===== src/rtl/pc_sequencer.sv =====
// Next-address controller for pc_block: chooses the next PC from sequential flow,
// branches, jumps, trap entry/return, stall and halt, and owns the trap state.
module pc_sequencer #(
    parameter logic [31:0] RESET_VEC = 32'h0000_0000,
    parameter logic [31:0] TRAP_VEC  = 32'h0000_0100
) (
    input  logic        clk,
    input  logic        rst,
    input  logic [31:0] curr_addr,
    input  logic        stall,
    input  logic        br_taken,
    input  logic [31:0] br_target,
    input  logic        jmp,
    input  logic [31:0] jmp_target,
    input  logic        trap_req,
    input  logic        trap_ret,
    input  logic        halt_req,
    input  logic        resume,
    output logic [31:0] next_addr,
    output logic [31:0] epc,
    output logic [1:0]  cause,
    output logic        in_trap,
    output logic        halted
);

    typedef enum logic [1:0] {
        S_BOOT = 2'd0,
        S_RUN  = 2'd1,
        S_HALT = 2'd2
    } state_t;

    state_t      state_q, state_d;
    logic [31:0] epc_q, epc_d;
    logic [1:0]  cause_q, cause_d;
    logic        in_trap_q, in_trap_d;
    logic        halted_q, halted_d;
    logic        misaligned;
    logic        fault;

    always_comb begin
        state_d    = state_q;
        epc_d      = epc_q;
        cause_d    = cause_q;
        in_trap_d  = in_trap_q;
        next_addr  = curr_addr + 32'd4;
        misaligned = (jmp && (jmp_target[1:0] != 2'b00)) ||
                     (br_taken && (br_target[1:0] != 2'b00));
        fault      = trap_req || misaligned;

        case (state_q)
            S_BOOT: begin
                next_addr = RESET_VEC;
                state_d   = S_RUN;
            end
            S_HALT: begin
                next_addr = curr_addr;
                if (resume) state_d = S_RUN;
            end
            S_RUN: begin
                // Any fault raised while already in the handler is unrecoverable.
                if (fault && in_trap_q) begin
                    next_addr = curr_addr;
                    cause_d   = 2'd3;
                    state_d   = S_HALT;
                end else if (fault) begin
                    next_addr = TRAP_VEC;
                    epc_d     = curr_addr;
                    cause_d   = trap_req ? 2'd1 : 2'd2;
                    in_trap_d = 1'b1;
                end else if (trap_ret && in_trap_q) begin
                    next_addr = epc_q + 32'd4;
                    in_trap_d = 1'b0;
                    cause_d   = 2'd0;
                end else if (jmp) begin
                    next_addr = jmp_target;
                end else if (br_taken) begin
                    next_addr = br_target;
                end else if (halt_req) begin
                    next_addr = curr_addr;
                    state_d   = S_HALT;
                end else if (stall) begin
                    next_addr = curr_addr;
                end
            end
            default: begin
                next_addr = RESET_VEC;
                state_d   = S_BOOT;
            end
        endcase

        // Reset overrides everything combinationally so pc_block loads RESET_VEC.
        if (rst) next_addr = RESET_VEC;
        halted_d = (state_d == S_HALT);
    end

    always_ff @(posedge clk) begin
        if (rst) begin
            state_q   <= S_BOOT;
            epc_q     <= 32'd0;
            cause_q   <= 2'd0;
            in_trap_q <= 1'b0;
            halted_q  <= 1'b0;
        end else begin
            state_q   <= state_d;
            epc_q     <= epc_d;
            cause_q   <= cause_d;
            in_trap_q <= in_trap_d;
            halted_q  <= halted_d;
        end
    end

    assign epc     = epc_q;
    assign cause   = cause_q;
    assign in_trap = in_trap_q;
    assign halted  = halted_q;

endmodule


===== config.mk =====
export PLATFORM = sky130hd
export DESIGN_NAME = pc_sequencer
export DESIGN_NICKNAME = d
export VERILOG_FILES = /design/src/rtl/pc_sequencer.sv
export SDC_FILE = /design/constraint.sdc
export NUM_CORES = 1
export LEC_CHECK = 0
export BUFFER_PORTS_ARGS = -buffer_cell sky130_fd_sc_hd__buf_2
export CAP_MARGIN = 20
export CORE_AREA = 2 2 90 92
export CTS_BUF_LIST = sky130_fd_sc_hd__clkbuf_4
export CTS_CLUSTER_DIAMETER = 150
export DETAILED_ROUTE_END_ITERATION = 8
export DIE_AREA = 0 0 92 94
export HOLD_SLACK_MARGIN = 0.15
export PLACE_DENSITY = 0.92
export SYNTH_ARGS = -nofsm -noshare
export SYNTH_HDL_FRONTEND = slang
export SYNTH_SLANG_ARGS = --single-unit

===== constraint.sdc =====
create_clock -name clk -period 5.25 [get_ports clk]
set_input_delay 0.525 -clock clk [delete_from_list [all_inputs] [get_ports clk]]
set_output_delay 0.525 -clock clk [all_outputs]
set_load 0.05 [all_outputs]

* Yosys cells after proc, flatten, opt, wreduce, memory -nomap -nowiden
Cells that the tools add are included.
Widths: inputs -> output; s select.
** Word-level totals
- Flip-flop bits (word level) :: 38
- Latch bits :: 0
- Bits in writable memories :: 0
- Bits in read-only memories :: 0
- Input port bits :: 105
- Output and inout bits :: 68
- Logic and storage cells :: 48
- Memories kept :: 0
** Operators by class
- Add/subtract/negate cells :: 2
- Multipliers :: 0
- Div/mod/pow operators :: 0
- Order comparisons :: 0
- Eq/ne operators :: 3
- Shift operators :: 0
- Mux-type cells :: 23
- Bitwise gates (word level) :: 1
- Reduce and logical (&&, ||, !) cells :: 14
** Operators by type and width (count)
- $mux 32 :: 8
- $add 32x3->32 const B :: 2
- $pmux 32 s2 :: 1
- $mux 2 :: 11
- $pmux 2 s3 :: 1
- $reduce_and 3->1 :: 2
- $reduce_bool 2->1 :: 3
- $eq 2x2->1 const B :: 2
- $logic_and 1x1->1 :: 4
- $reduce_bool 3->1 :: 1
- $eq 2x1->1 const B :: 1
- $logic_not 2->1 :: 1
- $logic_or 1x1->1 :: 2
- $mux 1 :: 2
- $reduce_and 2->1 :: 1
- $not 1->1 :: 1

* Depth between registers and ports, before layout
Gate-level depths: netlist of run 1.
- Word-level depth :: 10
- Depth in mapped cells :: 10
- Gate-level depth less buffers :: 8

* Least setup slack after synthesis of run 1
OpenSTA, ideal clock, no wires.
- Path type :: register -> output
- From :: register epc_q[12] (netlist: epc[12])
- To :: output port next_addr[21]
- Data arrival time :: 3.244 ns
- Required time :: 4.725 ns
- Slack :: 1.481 ns
- Stages on the path, launching flop included :: 8
- Path buffers :: 1
- Path through :: dfxtp_1 > buf_2 > nand4_1 > nor4b_1 > nand2_1 > xnor2_1 > nand2_1 > a311oi_1
** On the way
- Word-level cells in the longest chain between the ends :: 6
** RTL lines
- start, declared :: line 33 : logic [31:0] epc_q, epc_d;
- start signal, assigned :: line 105 : epc_q <= epc_d;
- $add 32x3->32 :: line 71 : next_addr = epc_q + 32'd4;
- $mux 32 :: line 70 : end else if (trap_ret && in_trap_q) begin
- $mux 32 :: line 65 : end else if (fault) begin
- $mux 32 :: line 61 : if (fault && in_trap_q) begin
- $pmux 32 s2 :: line 50 : case (state_q)
- $mux 32 :: line 92 : if (rst) next_addr = RESET_VEC;
- end, declared :: line 19 : output logic [31:0] next_addr,
No other way between the ends.

* Final worst setup path of run 1
- From :: register state_q[0]
- To :: output port next_addr[14]
** On the way
- Word-level cells in the longest chain between the ends :: 3
- Elaborated cells between the ends (all ways) :: 4
- Classes of those cells :: eq/ne (2); mux (2)
** RTL lines
- start, declared :: line 32 : state_t state_q, state_d;
- start signal, assigned :: line 104 : state_q <= state_d;
- $eq 2x1->1 / $eq 2x2->1 (equally long branches) :: line 50
- $pmux 32 s2 * :: line 50
- $mux 32 * :: line 92
Mark *: on every way between the ends. The rest lies on a longest branch, timed or not.

==> results of run 1 <==
-- flip-flops by register name, indices dropped and copies added (netlist names) --
| register | count |
|---|---|
| state_q | 2 |
| epc | 32 |
| cause | 2 |
| halted | 1 |
| in_trap | 1 |
-- metrics by stage --
step | cell area, um^2 | setup slack (ns) | hold slack [ns] | util
CTS | 4920 | 1.37 | 0.435 | 0.646
finish | 4930 | 1.27 | 0.426 | 0.648
floorplan | 4030 | 1.48 | 0.502 | -
global placement | 4880 | 1.64 | 0.457 | 0.641
global route | 4930 | 1.14 | 0.431 | 0.648
detailed placement | 4880 | 1.46 | 0.460 | 0.641
-- layout make-up --
type	instances	area, um^2
multi-input combinational	490	3040
fill	693	2680
timing repair buffer	177	906
sequential	38	761
tap	102	128
inverter	16	60.1
clock buffer	5	37.5
clock inverter	1	3.75
-- path summary, 6_finish.rpt --
check	cells past startpoint	startpoint	slack, ns	end
setup reg to reg	5	state_q[0]	2.93	epc[28]
hold reg to reg	2	epc[0]	0.47	epc[0]
setup / recovery	9	state_q[0]	1.27	next_addr[14]
hold / removal	3	curr_addr[31]	0.43	epc[31]
-- power breakdown --
| group | internal (mW) | switching [mW] | total, mW |
|---|---|---|---|
| registers | 0.312 | 0.0343 | 0.346 |
| logic | 0.123 | 0.278 | 0.400 |
| clock network | 0.0459 | 0.102 | 0.148 |
-- logic make-up after synthesis --
family,Yosys count,share of synthesized area
AO/OA/AOI/OAI,188,0.305
flip-flops,38,0.189
XOR/XNOR,37,0.0805
adder cells (fa/ha/maj),6,0.0187
multiplexers,8,0.0202
AND/OR/NAND/NOR,251,0.329
buffers and inverters,59,0.0572
-- cell usage in the layout (no fill, tap or decap), types with 12 or more instances in the layout --
cell	count
inv_1	16
xor2_1	14
dfxtp_1	38
a221oi_1	12
nor2_1	26
nand3_1	30
xnor2_1	23
buf_2	172
o21ai_0	33
nand2_1	107
nand4_1	16
a21oi_1	66
-- layer usage --
| metal | GRT usage | vias up | wire (um) |
|---|---|---|---|
| met1 | 0.440 | 2501 | 5800 |
| met3 | 0.0827 | 97 | 2090 |
| li1 | - | 2462 | - |
| met4 | 0.182 | 0 | 870 |
| met2 | 0.553 | 464 | 6950 |
| met5 | 0 | - | 0 |
-- critical path, cell delays in order, from the launching register on --
cell	delay, ns
dfxtp_1	0.46
ha_1	0.57
and3b_1	0.32
nand4_1	0.44
buf_4	0.35
or3_1	0.37
nor2_1	0.10
o21ai_0	0.08
o221ai_1	0.08
buf_2	0.30
==> metrics.md, run 1 <==
| Metric | Value |
|---|---|
| Buffer type at the clock tree root | clkbuf_4 |
| Largest area contributor in the synthesized netlist | dfxtp_1 |
| Routed wire length | around 16 mm |
| Result of the run | finished clean |
| Placed cell count | between 800 and 900 |
| Iteration-0 DRC count of the detailed router | slightly above 800 |
| Die X-Extent | between 90 and 100 um |
| Drc violations | 0 |
| Clock insertion delay at the later pin of the skew report | 0.36 ns |
| Post-synth ARST share | 0 |
| Main area contributors after synthesis | dfxtp_1, nand2_1, a21oi_1 |
| Post-Syn Area per Cell | 6.86 um^2 |
| Clk sink count | 38 |
| Rows | 32 |
| Library cell with the highest instance count after synthesis | nand2_1 |
| Total inserted antenna cells | 0 |
| Half-perimeter wire length of the detailed placement result | 11.4 mm |
| Setup TNS Final | 0 ns |
| Resized cells post-CTS | 0 |
| Non-filler instance count after layout | a little over 800 |
| Netlist Area Pre-Place | approximately 4000 um^2 |
| Routed vias | between 5k and 6k |
| Cts hold-fix bufs | 0 |
| Crit path kind | flop to primary output |
| Required @ worst endpoint | 4.72 ns |
| Largest voltage drop on the vdd net | between 150 and 200 uV |
| Die height | 94 um |
| Max Fclk | ~250 MHz |
| Crit path time final | between 3 and 4 ns |
| Number of antenna violations at the first check in global routing | 0 |
| Largest clock skew in the final design | slightly above 0.009 ns |
| Max-Slew Margin vs Limit | 0.218 |
| Worst hold path class | input port to flop |
| Warnings, synthesis | 0 |
| Most used flip-flop cell after synthesis | dfxtp_1 |
| GRT Util Overall | 0.348 |
| CTS buffer count | 5 |
| Fin crit share | 0.757 |
| Number of endpoints with negative hold slack in the final report | 0 |
| Capturing element type of the critical path | primary output |
| Leakage dissipation | 2.12 nW |
| Maximum number of pins on one net before global-route repair | 45 |
| Area growth from synthesis to layout | 22.5% |
| Share of layout cells above drive strength 1 | 0.281 |
| Number of distinct library cells after synthesis | 65 |
| Most common library cells after synthesis | nand2_1, a21oi_1, dfxtp_1 |
| Total grt overflow | 0 |
| Die area | 8650 um^2 |
| WP data arrival | 3.45 ns |
| Tot Pwr | 0.894 mW |
| Maximum buffer depth of the clock tree | 2 |
| Clock slew seen by the registers of the worst setup and hold paths | about 0.11 ns |
| Highest fanout seen on the critical path | 18 |
| Vias per cell | between 6 and 7 |
| H-tree Lvls | 2 |
| Final-report max-slew violation count | 0 |
| First-pass GRT wire length | approximately 24 mm |
| Final-report setup violation count | 0 |
| Fraction of post-synthesis cell area in the top cell type by area | 0.189 |
| Max-cap check violation count | 0 |
| Final nets | approximately 840 |
| Setup repair after global routing missed its margin | no |
| Number of input and output port buffers inserted | 172 |
| First-pass DRT Iterations | 5 |
| Syn Nets | around 700 |
| Flip-flop and latch count after synthesis | 38 |
| # IOs | between 150 and 200 |
| Pwr dens | approximately 180 nW/um^2 |
| Mean routed wirelength per cell | around 19 um |
| Cells after Synth | 587 |
| Worst Max-Slew Pin Slew | ~1.2 ns |
| Count of flip-flops with a built-in enable after synthesis | 0 |
| Number of global-route vias before repair | around 5.1k |
| CTS tree | done |
| Initial standard-cell utilization of the core | 0.529 |
| Number of nets still failing antenna checks after routing | 0 |
| Total setup buffers inserted after CTS | 0 |
| Core outline area | between 7000 and 8000 um^2 |
| Register area share after synthesis | 0.189 |
| Placer Congestion | 1.08 |
| CP Launch Type | flop |
Power figures use the tool's default switching activity.
==> run 2, diff against run 1 <==
ABC_AREA = 1   (was unset)
CORE_AREA = 2 2 101 103   (was 2 2 90 92)
DIE_AREA = 0 0 103 105   (was 0 0 92 94)
PLACE_DENSITY = 0.87   (was 0.92)
clock period = 3.8 ns   (was 5.25 ns; I/O delays follow)
==> metrics.md, run 2 <==
| Metric | Value |
|---|---|
| Highest-count cells in the layout ignoring fill and taps | nand2_1, buf_2, a21oi_1 |
| Count of flip-flops with a built-in enable after synthesis | 0 |
| First-pass DRT Iterations | 6 |
| Number of nets still failing antenna checks after routing | 0 |
| Placed cell count | roughly 1.2k |
| CP Launch Type | flop |
| Clock insertion delay at the later pin of the skew report | approximately 0.35 ns |
| Resized cells post-CTS | 0 |
| Library cell with the highest instance count after synthesis | nand2_1 |
| Minimum setup slack in the final design | about 0.65 ns |
| Number of endpoints with negative hold slack in the final report | 0 |
| Number of antenna violations at the first check in global routing | 0 |
| Fraction of post-synthesis cell area in the top cell type by area | 0.241 |
| Setup repair after global routing missed its margin | no |
| Main area contributors after synthesis | nand2_1, dfxtp_1, a21oi_1 |
| Crit path time final | around 3.1 ns |
| Switching part of the total | 0.471 |
| Number of input and output port buffers inserted | between 150 and 200 |
| Critical register-to-register path startpoint | in_trap |
| Cells after Synth | 955 |
| Placer Congestion | about 1.0 |
| Register area share after synthesis | 0.151 |
| Drc violations | 0 |
| Final nets | between 1k and 1.5k |
| Non-filler instance count after layout | 1230 |
| CTS buffer count | 5 |
| Area growth from synthesis to layout | 20.2% |
| Clock slew seen by the registers of the worst setup and hold paths | 0.12 ns |
| Most common library cell in the layout ignoring fill and taps | nand2_1 |
| Crit path kind | flop to primary output |
| CTS tree | done |
| Largest clock skew in the final design | around 0.0063 ns |
| Post-synth ARST share | 0 |
| # IOs | ~170 |
| First-pass GRT wire length | between 30 and 40 mm |
| Worst stage delay on the critical path | between 0.4 and 0.5 ns |
| Fraction of power consumed by combinational cells | 0.476 |
| Max-Slew Margin vs Limit | 0.479 |
| Worst hold path class | input port to flop |
| Cts hold-fix bufs | 0 |
| Vias per cell | around 5.6 |
| Die X-Extent | between 100 and 150 um |
| Hold Crit Endpoint | state_q[0] |
| Pwr dens | 269 nW/um^2 |
| Post-Syn Area per Cell | 5.26 um^2 |
| H-tree Lvls | 2 |
| Internal power of the cells | about 0.86 mW |
| Max Fclk | around 320 MHz |
| GRT Util Overall | 0.352 |
| Pre-CTS WS | around 0.94 ns |
| Required @ worst endpoint | 3.42 ns |
| Die height | 105 um |
| Iteration-0 DRC count of the detailed router | a little over 800 |
| Setup TNS Final | 0 ns |
| Capturing element type of the critical path | primary output |
| Fin crit share | 0.829 |
| Final-report max-slew violation count | 0 |
| WP data arrival | 2.77 ns |
| Rows | 36 |
| Half-perimeter wire length of the detailed placement result | 15.2 mm |
| Number of global-route vias before repair | between 6k and 7k |
| Core outline area | about 9600 um^2 |
| Initial standard-cell utilization of the core | 0.521 |
| Clk sink count | 38 |
| Part of the power in registers | 0.313 |
| Final-report setup violation count | 0 |
| Warnings, synthesis | 0 |
| Clk pwr share | 0.211 |
| Total inserted antenna cells | 0 |
| Max-cap check violation count | 0 |
| Total setup buffers inserted after CTS | 0 |
| Maximum buffer depth of the clock tree | 2 |
| Summed area of non-filler cells in the final layout | ~6000 um^2 |
| Syn Nets | approximately 1.1k |
| Area after DPL | between 5000 and 6000 um^2 |
| Endpoint of the worst register-to-register path | epc[19] |
| Most common library cells after synthesis | nand2_1, a21oi_1, nor2_1 |
| Mean routed wirelength per cell | approximately 16 um |
| Worst reg-to-reg setup slack | between 1 and 1.5 ns |
| Most used cell along the critical path | nand2_1 |
| Number of distinct library cells after synthesis | 37 |
| Maximum number of pins on one net before global-route repair | between 60 and 70 |
| Die area | roughly 11000 um^2 |
| Cell-by-cell trace of the critical path | ha_1 -> nand3_2 -> nor2_1 -> nand2_1 -> nor2_2 -> nand3_1 -> nand2_1 -> nand2_1 -> a21oi_1 -> nand2_1 -> nand2_1 -> nand2_1 -> a21oi_1 -> buf_2 |
| Highest fanout seen on the critical path | 6 |
| FF-to-FF path depth | 8 |
| Slowest-stage cell, CP | dfxtp_1 |
| Share of layout cells above drive strength 1 | 0.211 |
| Max reg flops | 32 |
| Most used flip-flop cell after synthesis | dfxtp_1 |
| Routed vias | 6947 |
| Buffer type at the clock tree root | clkbuf_4 |
| Total grt overflow | 0 |
| Largest area contributor in the synthesized netlist | nand2_1 |
| Worst Max-Slew Pin Slew | 0.780 ns |
| Flip-flop and latch count after synthesis | 38 |
| Instance count along the most critical hold path | 2 |
| HP Start | rst |
| FILL cells | between 1k and 1.5k |
| Largest voltage drop on the vdd net | roughly 150 uV |
| Leakage dissipation | around 2.9 nW |
| Netlist Area Pre-Place | roughly 5000 um^2 |
| Result of the run | finished clean |
| Routed wire length | ~20 mm |
| Net load switching power | 0.766 mW |
[run 2: cell types whose count changed in the layout (fill, tap and decap cells not counted), moves of 22 or more]
| cell | change |
|---|---|
| o21ai_0 | +35 |
| nor2_1 | +65 |
| inv_1 | +73 |
| a21oi_1 | +34 |
| nand3_1 | +22 |
| nand2_1 | +216 |
[run 2: kinds of logic (layout without fill, tap and decap cells)]
| group | after synthesis | after routing | share of synthesized area |
|---|---|---|---|
| xor gates and xnor gates | 24 | 24 | 0.0418 |
| adders and majority gates | 6 | 6 | 0.0149 |
| DFF | 38 | 38 | 0.151 |
| buffers and inverters | 142 | 284 | 0.111 |
| and+or+nand+nor | 552 | 552 | 0.478 |
| AOI/OAI and AO/OA | 193 | 193 | 0.203 |
[run 2: final cells by class]
cell class	instances	area (um^2)	share of cell area
well taps	133	166	0.0276
flip-flops and latches	38	761	0.126
multi-input cells	775	3710	0.614
inverters	95	357	0.0590
repair buffers	181	948	0.157
clock buffers	5	37.5	0.00622
clock inverters	3	63.8	0.0106
[run 2: power groups by stage]
stage | registers [mW] | logic, mW | clock network, mW
after floorplan | 0.657 | 0.366 | 0
after global placement | 0.515 | 0.741 | 0
after detailed placement | 0.515 | 0.746 | 0
after CTS | 0.506 | 0.749 | 0.347
after global routing | 0.515 | 0.835 | 0.362
final | 0.509 | 0.774 | 0.343
[run 2: worst max-delay path, delay by kind of cell (launching register included)]
kind,cells,cell delay [ns]
AO/OA/AOI/OAI,2,0.28
adder cells (fa/ha/maj),1,0.26
buffers and inverters,1,0.28
flip-flops,1,0.48
AND/OR/NAND/NOR,10,1.11
[run 2: worst max-delay path by stage]
stage               startpoint  depth (start not counted)             to
floorplan               epc[2]                         13  next_addr[24]
global placement           jmp                         10   next_addr[3]
detailed placement    br_taken                         11   next_addr[5]
CTS                     epc[2]                         14  next_addr[24]
global route            epc[2]                         14  next_addr[24]
finish                  epc[2]                         14  next_addr[24]
[run 2: per-layer routing]
layer | wire length [um] | track usage | vias up
li1 | - | - | 3372
met5 | 0 | 0 | -
met4 | 454 | 0.102 | 0
met1 | 7960 | 0.524 | 3063
met2 | 8440 | 0.509 | 470
met3 | 2720 | 0.0669 | 42
[run 2: per-stage QoR]
| step | util | power (mW) | hold slack, ns |
|---|---|---|---|
| 2_1_floorplan | - | 1.02 | 0.449 |
| 3_3_place_gp | 0.613 | 1.26 | 0.458 |
| 3_5_place_dp | 0.613 | 1.26 | 0.465 |
| 4_1_cts | 0.624 | 1.60 | 0.257 |
| 5_1_grt | 0.627 | 1.71 | 0.265 |
| 6_report | 0.627 | 1.63 | 0.262 |
